### src/rtl/cdc_xfer_arbiter.sv
// cdc_xfer_arbiter: round-robin arbiter sharing one toggle-handshake CDC channel; `CDC_XFER_TIMEOUT_EN adds an ack timeout.
module cdc_xfer_arbiter #(
  parameter int NUM_REQ     = 4,
  parameter int DATA_W      = 16,
  parameter int SETUP_CYC   = 2,
  parameter int TIMEOUT_CYC = 64,
  localparam int IW = (NUM_REQ > 1) ? $clog2(NUM_REQ) : 1
) (
  input  logic                      clk,
  input  logic                      rst,
  input  logic [NUM_REQ-1:0]        req,
  input  logic [NUM_REQ*DATA_W-1:0] data_in,
  output logic [NUM_REQ-1:0]        done,
  output logic                      busy,
  output logic [IW-1:0]             grant_id,
  output logic [DATA_W-1:0]         bus_data,
  output logic                      bus_req_tgl,
  input  logic                      bus_ack_tgl,
  output logic [NUM_REQ-1:0]        err
);
  localparam int SW = $clog2(SETUP_CYC + 1);
  typedef enum logic [1:0] {IDLE, SETUP, WAIT_ACK} state_t;
  state_t state, state_n;
  logic ack_s1, ack_s2;
  logic [IW-1:0] rr, win, nxt;
  logic [SW-1:0] cnt;
  logic grant, setup_end, ack_hit, timeout;
  // lowest offset from rr wins, so scan from the far end down
  always_comb begin
    win = '0;
    for (int k = NUM_REQ - 1; k >= 0; k--)
      if (req[(int'(rr) + k) % NUM_REQ]) win = IW'((int'(rr) + k) % NUM_REQ);
  end
  assign grant     = state == IDLE && ~|done && |req;
  assign setup_end = state == SETUP && cnt == SW'(SETUP_CYC - 1);
  assign ack_hit   = state == WAIT_ACK && ack_s2 == bus_req_tgl;
  assign nxt       = (grant_id == IW'(NUM_REQ - 1)) ? '0 : grant_id + 1'b1;
  assign busy      = state != IDLE;
`ifdef CDC_XFER_TIMEOUT_EN
  localparam int TW = $clog2(TIMEOUT_CYC + 1);
  logic [TW-1:0] to_cnt;
  assign timeout = state == WAIT_ACK && ack_s2 != bus_req_tgl && to_cnt == TW'(TIMEOUT_CYC - 1);
  always_ff @(posedge clk)
    if (rst) begin
      to_cnt <= '0;
      err    <= '0;
    end else begin
      to_cnt <= (state == WAIT_ACK) ? to_cnt + 1'b1 : '0;
      err    <= timeout ? NUM_REQ'(1) << grant_id : '0;
    end
`else
  assign timeout = 1'b0;
  assign err     = '0;
`endif
  always_comb begin
    state_n = state;
    state_n = grant ? SETUP : setup_end ? WAIT_ACK : (ack_hit || timeout) ? IDLE : state;
  end
  always_ff @(posedge clk)
    if (rst) begin
      state       <= IDLE;
      done        <= '0;
      grant_id    <= '0;
      bus_data    <= '0;
      bus_req_tgl <= 1'b0;
      ack_s1      <= 1'b0;
      ack_s2      <= 1'b0;
      rr          <= '0;
      cnt         <= '0;
    end else begin
      state  <= state_n;
      ack_s1 <= bus_ack_tgl;
      ack_s2 <= ack_s1;
      done   <= ack_hit ? NUM_REQ'(1) << grant_id : '0;
      cnt    <= (state == SETUP) ? cnt + 1'b1 : '0;
      if (grant) begin
        grant_id <= win;
        bus_data <= data_in[int'(win)*DATA_W +: DATA_W];
      end
      if (setup_end) bus_req_tgl <= ~bus_req_tgl;
      else if (timeout) bus_req_tgl <= ack_s2;
      if (ack_hit || timeout) rr <= nxt;
    end
endmodule

### config.mk
export PLATFORM = sky130hd
export DESIGN_NAME = cdc_xfer_arbiter
export DESIGN_NICKNAME = d
export VERILOG_FILES = /design/src/rtl/cdc_xfer_arbiter.sv
export SDC_FILE = /design/constraint.sdc
export NUM_CORES = 1
export LEC_CHECK = 0
export CAP_MARGIN = 20
export CORE_ASPECT_RATIO = 1.75
export CORE_MARGIN = 2
export CORE_UTILIZATION = 38
export CTS_CLUSTER_DIAMETER = 200
export DETAILED_ROUTE_END_ITERATION = 10
export MAX_ROUTING_LAYER = met4
export PLACE_DENSITY = 0.79
export SETUP_SLACK_MARGIN = 0.1
export SLEW_MARGIN = 20
export SYNTH_ARGS = -nofsm -noshare
export SYNTH_HDL_FRONTEND = slang
export SYNTH_SLANG_ARGS = --single-unit
### constraint.sdc
create_clock -name clk -period 2.55 [get_ports clk]
set_input_delay 0.6375 -clock clk [delete_from_list [all_inputs] [get_ports clk]]
set_output_delay 0.6375 -clock clk [all_outputs]
set_load 0.01 [all_outputs]
==> results.py <==
metrics = {
    "setup_path": {
        "path_cells": "clkdlybuf4s50_1, nor4_1, or3_1, buf_4, nor2_8, nand2_2, o221ai_1",
        "cp_max_fo": 16,
        "critPathLaunchType": "input port",
        "reg2regPathDepth": 6,
        "crit_start": "req[0]",
        "arrival_ns": 2.41,
        "crit_slowest_cell": "clkdlybuf4s50_1",
        "r2r_end": "bus_data[0]",
        "worst-endpoint-required_ns": 2.75,
        "reg2reg_setup_slack_ns": 0.44,
        "critPathBufInv": 2,
        "crit_type": "in2reg",
        "cp_top_family": "simple AND/OR/NAND/NOR gates",
        "crit_path_end_kind": "flip-flop",
        "r2r-start": "done[1]",
        "cpPeakStageDelay_ns": 0.55,
    },
    "cells_and_area": {
        "fin_nets": 335,
        "insertedDiodeCount": 0,
        "design_area_sq_um": 2750,
        "final_util_pct": 65.7,
        "instances_no_fill": 312,
        "final_cell_mix": "clkdlybuf4s50_1 (94), mux2i_1 (36), dfxtp_1 (31)",
        "drive_above_1_share_pct": 12.9,
        "syn2layout_area_growth_pct": 64.8,
        "final_common_cell": "clkdlybuf4s50_1",
    },
    "placed_design": {
        "place_area_sq_um": 2660,
        "place.gp.congestion": 0.698,
        "placed_cells": 304,
        "io_buffers": 94,
        "detailedPlace.worstSlack_ns": -0.257,
        "hpwl_mm": 3.30,
    },
    "floorplanning": {
        "dieArea_sq_um": 4960,
        "coreArea_sq_um": 4190,
        "die_w_um": 54.1,
        "start_util_pct": 39.8,
        "pin_count": 99,
        "die_y_um": 91.7,
        "core.rowCount": 31,
    },
    "global_routing": {
        "grt_pass1_wl_mm": 6.86,
        "grt_max_degree": 18,
        "overflow": 0,
        "grt_pass1_vias": 1600,
        "antenna_found_initial": 0,
        "track_usage_pct": 19.3,
    },
    "routing": {
        "vias": 1548,
        "dr.first_iter.drc_count": 10,
        "postRouteAntennaNets": 0,
        "vias_per_cell": 4.96,
        "wl_mm": 4.17,
        "dr.pass1.iters": 4,
        "drt_drc_violations_left": 0,
        "wl_per_cell_um": 13.4,
    },
    "sta": {
        "slew_headroom_pct": 55.0,
        "setup_viol": 0,
        "setup_ws_ns": 0.335,
        "max_freq_mhz": 452,
        "fin_crit_sh_pct": 86.8,
        "worst_pin_slew_ns": 0.673,
        "hold_slack_ns": 0.424,
        "final.setup.tns_ns": 0,
        "hold_viol_final": 0,
        "rsz0062_at_grt": "false",
        "period_needed_ns": 2.21,
        "report.final.slew_viol_count": 0,
        "skew_ns": 0.00566,
    },
    "clocking": {
        "post_cts_buffers": 0,
        "cts_resized": 1,
        "cts_root_buffer": "clkbuf_8",
        "cts_hold_buf": 0,
        "cts_tree": "yes",
        "clk_latency_ns": 0.29,
        "htree_levels": 2,
        "cts_sinks": 31,
        "numCtsBuffers": 5,
        "clkTransAtPathRegs_ns": 0.07,
        "cts_buffer_depth": 2,
    },
    "logic_synthesis": {
        "synth-edff-count": 0,
        "synthCells": 163,
        "avgSynthCellArea_sq_um": 10.2,
        "ys_ff_latch": 31,
        "ys_seq_area_share_pct": 37.2,
        "netlist_area_sq_um": 1670,
        "yosysWarnings": 0,
        "ys_types": 32,
        "synthArstFlopShare_pct": 0,
        "synth_ff_type": "dfxtp_1",
    },
    "hold_path": {
        "min-delay-start": "cnt[0]",
        "hold_path_class": "reg2reg",
        "min_path_cells": 1,
        "hold_path_end": "cnt[0]",
    },
    "pwr": {
        "powerDensity_nw_per_um2": 493,
        "vdd_drop_max_mv": 0.329,
        "p_leak_nw": 1.03,
        "fin_total_pwr_mw": 1.36,
    },
    "status": {
        "outcome": "finished clean",
    },
    "run": {
        "drv_cap": 0,
    },
}
==> kinds of logic (layout without fill, tap and decap cells) <==
family	count (synthesis)	count (layout)	synth area share [%]
adders and majority gates	2	2	1.50
and+or+nand+nor	46	46	14.3
buffers and inverters	19	116	8.10
xor gates and xnor gates	2	2	1.05
muxes	36	36	21.6
DFF	31	31	37.2
AOI/OAI and AO/OA	26	26	16.0
other	1	4	0.225
==> synthesized netlist by cell type, types with 2 or more instances <==
cell      count  area, sq um
nand2_1      18         67.6
inv_1         4         15.0
buf_2         3         15.0
o21ai_0       2         10.0
clkbuf_1      2         7.51
o221ai_1      5         43.8
mux2i_1      36          360
buf_4         4         30.0
o221ai_2     11          165
ha_1          2         25.0
dfxtp_1      31          621
nor2_1       10         37.5
a21oi_1       6         30.0
nand2b_1      2         12.5
nor2b_1       3         18.8
buf_6         6         67.6
nor4_1        2         12.5
nand3b_1      2         15.0
==> report_power, final <==
part / internal, mW / leakage, nW / switching [mW] / total (mW)
registers: 0.531 / 0.254 / 0.0305 / 0.562
logic: 0.259 / 0.738 / 0.160 / 0.419
clock network: 0.190 / 0.0412 / 0.186 / 0.376
==> registers in the layout (all words and copies together), names as in the netlist <==
signal,count
ack_s1,1
ack_s2,1
bus_data,16
bus_req_tgl,1
cnt,2
done,4
grant_id,2
rr,2
state,2
==> final cells by class <==
class	count	area, sq um
sequential	31	621
inverter	4	15.0
clock buffer	6	72.6
clock inverter	2	12.5
multi-input combinational	116	928
fill	348	1440
timing repair buffer	104	1040
tap	49	61.3
==> layer usage <==
metal	wire length, um	vias to the layer above	track usage [%]
met5	0	-	-
met1	1530	692	20.4
met4	72	0	7.50
met3	265	7	5.37
met2	2300	71	32.6
li1	-	778	-
==> how the worst max path moves through the flow <==
stage / cells past startpoint / end
after floorplan: 7 / bus_data[15]
after global placement: 6 / bus_data[3]
after detailed placement: 6 / bus_data[11]
after CTS: 7 / bus_data[0]
after global routing: 7 / bus_data[2]
final: 7 / bus_data[0]
(Power assumes the default switching activity.)
